===== src/rtl/rsa_com_pkg.sv =====
// Shared definitions for the CPU <-> external interpreter byte link.
// Holds the inbound receiver FSM state type and the link byte/word geometry.
// The outbound link logic uses the same geometry constants.
package rsa_com_pkg;

  localparam int COM_BYTE_W     = 8;
  localparam int COM_WORD_W     = 32;
  localparam int BYTES_PER_WORD = 4;

  typedef enum logic [2:0] {
    IDLE  = 3'd0,
    RECV  = 3'd1,
    ACK   = 3'd2,
    WRITE = 3'd3,
    DONE  = 3'd4
  } rx_state_t;

endpackage


===== src/rtl/sync_edge_detect.sv =====
// Multi-flop synchronizer for one asynchronous level, plus its synced level
// and a single-cycle rising-edge pulse.
// Ports:
//   clk      system clock
//   reset    synchronous reset, active-low
//   d_i      asynchronous input
//   level_o  synchronized level (last stage)
//   rise_o   one-cycle pulse on a synced 0->1 transition
module sync_edge_detect #(
  parameter int SYNC_STAGES = 2
) (
  input  logic clk,
  input  logic reset,
  input  logic d_i,
  output logic level_o,
  output logic rise_o
);

  logic [SYNC_STAGES-1:0] sync_q;
  logic [SYNC_STAGES-1:0] fill_q;
  logic                   prev_q;

  // The stages clear to 0 on reset, so for SYNC_STAGES cycles afterwards the
  // last stage does not yet reflect the pin. fill_q tracks when the chain holds
  // real samples; until then prev_q is pinned at 1, so a strobe that was
  // already high through reset is never mistaken for a fresh edge.
  always_ff @(posedge clk) begin
    if (!reset) begin
      sync_q <= '0;
      fill_q <= '0;
      prev_q <= 1'b1;
    end else begin
      sync_q <= {sync_q[SYNC_STAGES-2:0], d_i};
      fill_q <= {fill_q[SYNC_STAGES-2:0], 1'b1};
      prev_q <= fill_q[SYNC_STAGES-1] ? sync_q[SYNC_STAGES-1] : 1'b1;
    end
  end

  assign level_o = sync_q[SYNC_STAGES-1];
  assign rise_o  = level_o & ~prev_q;

endmodule


===== src/rtl/interpreter_receiver.sv =====
// Inbound end of the interpreter byte link. Receives host bytes over a
// 4-phase strobe/ack handshake, packs them little-endian into 32-bit words and
// writes each word to data memory through the shared write port. Raises
// LoadDone after NUM_WORDS writes.
// Ports:
//   clk, reset         system clock, synchronous active-low reset
//   enable             load window open; low aborts / returns to idle
//   clk_in, DataIn     host strobe and byte (asynchronous to clk)
//   ack                byte-accepted handshake back to the host
//   MemWrite           one-cycle write enable
//   DataAddress        byte address of the word being written
//   WriteData          assembled word
//   LoadDone           all NUM_WORDS words written
module interpreter_receiver
  import rsa_com_pkg::*;
#(
  parameter logic [31:0] BASE_ADDR   = 32'h0000_0000,
  parameter int          NUM_WORDS   = 16,
  parameter int          SYNC_STAGES = 2
) (
  input  logic        clk,
  input  logic        reset,
  input  logic        enable,
  input  logic        clk_in,
  input  logic [7:0]  DataIn,
  output logic        ack,
  output logic        MemWrite,
  output logic [31:0] DataAddress,
  output logic [31:0] WriteData,
  output logic        LoadDone
);

  localparam int IW = $clog2(NUM_WORDS + 1);

  rx_state_t                               state_q, state_d;
  logic                                    ack_q, ack_d;
  logic                                    mw_q, mw_d;
  logic                                    done_q, done_d;
  logic [COM_WORD_W-1:0]                   addr_q, addr_d;
  logic [COM_WORD_W-1:0]                   wdata_q, wdata_d;
  logic [COM_WORD_W-1:0]                   word_q, word_d;
  logic [1:0]                              byte_cnt_q, byte_cnt_d;
  logic [IW-1:0]                           word_idx_q, word_idx_d;
  logic [SYNC_STAGES-1:0][COM_BYTE_W-1:0]  din_sync_q;
  logic                                    strobe_lvl, strobe_rise;
  logic                                    go_idle;
  logic                                    last_word;

  sync_edge_detect #(.SYNC_STAGES(SYNC_STAGES)) u_strobe_sync (
    .clk     (clk),
    .reset   (reset),
    .d_i     (clk_in),
    .level_o (strobe_lvl),
    .rise_o  (strobe_rise)
  );

  // DataIn is held stable by the host around the strobe, so a plain vector
  // synchronizer of equal depth keeps it aligned with the synced strobe.
  always_ff @(posedge clk) begin
    if (!reset) din_sync_q <= '0;
    else        din_sync_q <= {din_sync_q[SYNC_STAGES-2:0], DataIn};
  end

  assign last_word = (32'(word_idx_q) + 32'd1) == 32'(NUM_WORDS);

  always_comb begin
    state_d    = state_q;
    ack_d      = ack_q;
    mw_d       = 1'b0;
    done_d     = done_q;
    addr_d     = addr_q;
    wdata_d    = wdata_q;
    word_d     = word_q;
    byte_cnt_d = byte_cnt_q;
    word_idx_d = word_idx_q;
    go_idle    = 1'b0;
    unique case (state_q)
      IDLE: begin
        go_idle = 1'b1;
        if (enable) state_d = RECV;
      end
      RECV: begin
        if (!enable) go_idle = 1'b1;
        else if (strobe_rise) begin
          word_d[{byte_cnt_q, 3'b000} +: COM_BYTE_W] = din_sync_q[SYNC_STAGES-1];
          ack_d   = 1'b1;
          state_d = ACK;
        end
      end
      ACK: begin
        // A second rise cannot happen here before the strobe is seen low; only the level matters.
        if (!enable) go_idle = 1'b1;
        else if (!strobe_lvl) begin
          ack_d = 1'b0;
          if (byte_cnt_q == 2'(BYTES_PER_WORD - 1)) begin
            byte_cnt_d = '0;
            state_d    = WRITE;
          end else begin
            byte_cnt_d = byte_cnt_q + 2'd1;
            state_d    = RECV;
          end
        end
      end
      WRITE: begin
        // The write is committed even if enable has just dropped.
        mw_d       = 1'b1;
        addr_d     = BASE_ADDR + (32'(word_idx_q) << 2);
        wdata_d    = word_q;
        word_idx_d = word_idx_q + IW'(1);
        if (!enable) go_idle = 1'b1;
        else if (last_word) begin
          state_d = DONE;
          done_d  = 1'b1;
        end else state_d = RECV;
      end
      DONE: begin
        if (!enable) go_idle = 1'b1;
      end
      default: go_idle = 1'b1;
    endcase
    // Entering (or sitting in) IDLE discards all session progress.
    if (go_idle) begin
      if (state_q != IDLE) state_d = IDLE;
      ack_d      = 1'b0;
      done_d     = 1'b0;
      byte_cnt_d = '0;
      word_idx_d = '0;
      word_d     = '0;
    end
  end

  always_ff @(posedge clk) begin
    if (!reset) begin
      state_q    <= IDLE;
      ack_q      <= 1'b0;
      mw_q       <= 1'b0;
      done_q     <= 1'b0;
      addr_q     <= '0;
      wdata_q    <= '0;
      word_q     <= '0;
      byte_cnt_q <= '0;
      word_idx_q <= '0;
    end else begin
      state_q    <= state_d;
      ack_q      <= ack_d;
      mw_q       <= mw_d;
      done_q     <= done_d;
      addr_q     <= addr_d;
      wdata_q    <= wdata_d;
      word_q     <= word_d;
      byte_cnt_q <= byte_cnt_d;
      word_idx_q <= word_idx_d;
    end
  end

  assign ack         = ack_q;
  assign MemWrite    = mw_q;
  assign DataAddress = addr_q;
  assign WriteData   = wdata_q;
  assign LoadDone    = done_q;

endmodule


===== config.mk =====
export PLATFORM = sky130hd
export DESIGN_NAME = interpreter_receiver
export DESIGN_NICKNAME = d
export VERILOG_FILES = /design/src/rtl/rsa_com_pkg.sv /design/src/rtl/sync_edge_detect.sv /design/src/rtl/interpreter_receiver.sv
export SDC_FILE = /design/constraint.sdc
export NUM_CORES = 1
export LEC_CHECK = 0
export CORE_UTILIZATION = 55
export CTS_CLUSTER_DIAMETER = 150
export DETAILED_ROUTE_END_ITERATION = 10
export DONT_BUFFER_PORTS = 1
export GPL_TIMING_DRIVEN = 0
export PLACE_DENSITY_LB_ADDON = 0.2
export SLEW_MARGIN = 20
export SYNTH_ARGS = -nofsm -noshare
export SYNTH_HDL_FRONTEND = slang
export SYNTH_SLANG_ARGS = --single-unit

===== constraint.sdc =====
create_clock -name clk -period 2.44 [get_ports clk]
set_input_delay 0.366 -clock clk [delete_from_list [all_inputs] [get_ports clk]]
set_output_delay 0.366 -clock clk [all_outputs]
set_load 0.005 [all_outputs]

==> results.toml <==
[worst_setup_path]
r2r-start = "byte_cnt_q[0]"
crit_path_start_kind = "register"
critPathTopFamily = "simple AND/OR/NAND/NOR gates"
critPathMaxFanout = 8
cp-end-kind = "register"
crit_slowest_cell = "dfxtp_1"
crit_chain = "inv_1, ha_1, nor3b_2, nand4_1, a21oi_1"
worstPathArrival_ns = 2.40
crit_required_ns = 2.73
crit_start = "byte_cnt_q[0]"
worstSetupPathType = "register to register"
critPathMaxStageDelay_ns = 0.53
cp_num_buf_inv = 1

[placed_design]
post_dp_cell_area_um2 = 4360
gp_congestion = 0.888
portBuffers = 0
hpwl_um = 5710

[pwr]
power_mw = 3.10
leakagePower_nw = 1.65
vdd.ir_drop.worst_mv = 0.415
power.density_nw_per_um2 = 672

[synth]
seq_area_frac_synth = 0.499
yosysWarnings = 0
muxShareOfSynthArea = 0.00484
syn_area_per_cell_um2 = 9.07
ys_types = 43
synth-seq-cells = 103
netlist_instances = 456
netlist.area_leader.share = 0.499
yosys.area_share.simple = 0.245
synth-compound-area-share = 0.127
yosys.area_share.adder = 0.0182
synth_top_family_by_area = "simple AND/OR/NAND/NOR gates"
synthTopCellsByArea = "dfxtp_1 50%, nand2_1 9.9%, a21boi_0 6.7%"
synth_area_leader_cell = "dfxtp_1"
synth-xor-area-share = 0.00847
syn-cell-area_um2 = 4130

[floorplanning]
dieHeight_um = 88.7
core_um2 = 7250
num_rows = 31
io_pins = 79
start_util = 0.570
dieArea_um2 = 7870
fp.dieW_um = 88.7

[final_layout]
finalNetCount = 511
drive_gt1_frac = 0.141
fin_area_um2 = 4610
mostFrequentLayoutCell = "nand2_1"
most-common-layout-cells = "109 x nand2_1, 103 x dfxtp_1, 37 x a21oi_1, 37 x a21boi_0, 34 x nand4_1"
area_growth_pct = 11.5
utilization = 0.636
diodes = 0

[clocking]
cts_tree = "built"
post_cts_resized = 0
path_clk_slew_ns = 0.09
clk_latency_ns = 0.36
hold_buffers = 0
clk_path_buf_depth = 2
cts_sinks = 103
htreeDepth = 3
cts_buffers = 9
post_cts_buffers = 0
cts_root_buf = "clkbuf_8"

[worst_hold_path]
hp-class = "input port to register"
min-delay-start = "reset"

[sta]
period_share = 0.864
hold_ws_ns = 0.0247
hold_violations = 0
slew_viol_final = 0
fin_setup_tns_ns = 0
fmaxAchievable_ghz = 0.474
period_minus_slack_ns = 2.11
rsz0062_at_grt = "no"
setup_viol = 0
skew_ns = 0.00552

[global_route]
grt_pass1_vias = 2739
grt_overflow = 0
antenna_found_initial = 0
grtUsageTotal = 0.216
grt_start_max_net_pins = 18
grt_pass1_wl_um = 12900

[routing]
wl_per_cell_um = 13.3
drc = 0
vias = 2997
viasPerCell = 5.02
postRouteAntennaNets = 0
drt-pass1-iter-count = 4
wirelength_um = 7960
drtIter0Drc = 126

[run_status]
status = "complete, no violations"

[run]
maxCapViolations = 0
[Yosys cell counts, drive strengths merged]
cell,count
inv,2
a21boi,37
or2,1
clkbuf,10
and4b,1
nor3,4
and2b,1
nand3,5
ha,6
nand4,34
and2,22
nor2b,1
or3,1
nand2b,2
o211ai,2
o21ba,1
mux2i,2
o22ai,1
nor2,11
a31oi,1
nor3b,4
dfxtp,103
nand2,109
o21ai,2
o211a,1
xnor2,1
and3b,1
nand4b,1
conb,1
buf,45
and4bb,1
nand3b,2
a21oi,37
xor2,3
[state kept, by name (all words and copies together) (netlist names), 2 cells and up]
name                  cells
DataAddress               5
WriteData                32
byte_cnt_q                2
din_sync_q               16
state_q                   3
u_strobe_sync.fill_q      2
u_strobe_sync.sync_q      2
word_idx_q                5
word_q                   32
[final timing paths]
check / end / slack, ns / cells past startpoint
setup / recovery: word_q[19] / 0.33 / 5
hold reg to reg: u_strobe_sync.prev_q / 0.40 / 1
hold / removal: u_strobe_sync.fill_q[0] / 0.02 / 0
setup reg to reg: word_q[19] / 0.33 / 5
[per-layer routing]
layer / vias up / part of all wire / track usage
met1: 1342 / 0.45 / 0.273
met3: 9 / 0.065 / 0.0597
met2: 95 / 0.47 / 0.352
li1: 1551 / - / -
met5: - / 0 / 0
met4: 0 / 0.012 / 0.0777
[power breakdown]
group / leakage [nW] / switching (mW) / internal [mW]
Sequential: 0.834 / 0.0152 / 1.70
Clock: 0.127 / 0.571 / 0.716
Combinational: 0.694 / 0.0454 / 0.0518
Total: 1.65 / 0.632 / 2.47
[worst reg2reg max path, delay by kind of cell (launching register included)]
kind	cells	cell delay (ns)
fa+ha+maj	1	0.50
simple gates	2	0.62
flops	1	0.53
compound gates	1	0.16
buf+inv	1	0.23
[per-stage QoR]
step / instances / setup slack [ns]
2_1_floorplan: 482 / 0.647
3_3_place_gp: 581 / 0.449
3_5_place_dp: 581 / 0.371
4_1_cts: 597 / 0.340
5_1_grt: 597 / 0.171
6_report: 597 / 0.332
[cell type report]
cell class	count	area, um2
Clock inverter	6	116
Sequential cell	103	2060
Clock buffer	10	138
Fill cell	641	2640
Buffer	55	390
Multi-Input combinational cell	322	1770
Inverter	2	7.51
Tap cell	99	124
[cells by family after synthesis]
kind of cell | count (synthesis)
other | 1
adder cells (fa/ha/maj) | 6
AND/OR/NAND/NOR | 201
XOR/XNOR | 4
flip-flops | 103
multiplexers | 2
buffers and inverters | 57
AO/OA/AOI/OAI | 82
No activity file was read; power rests on OpenSTA's default activity.
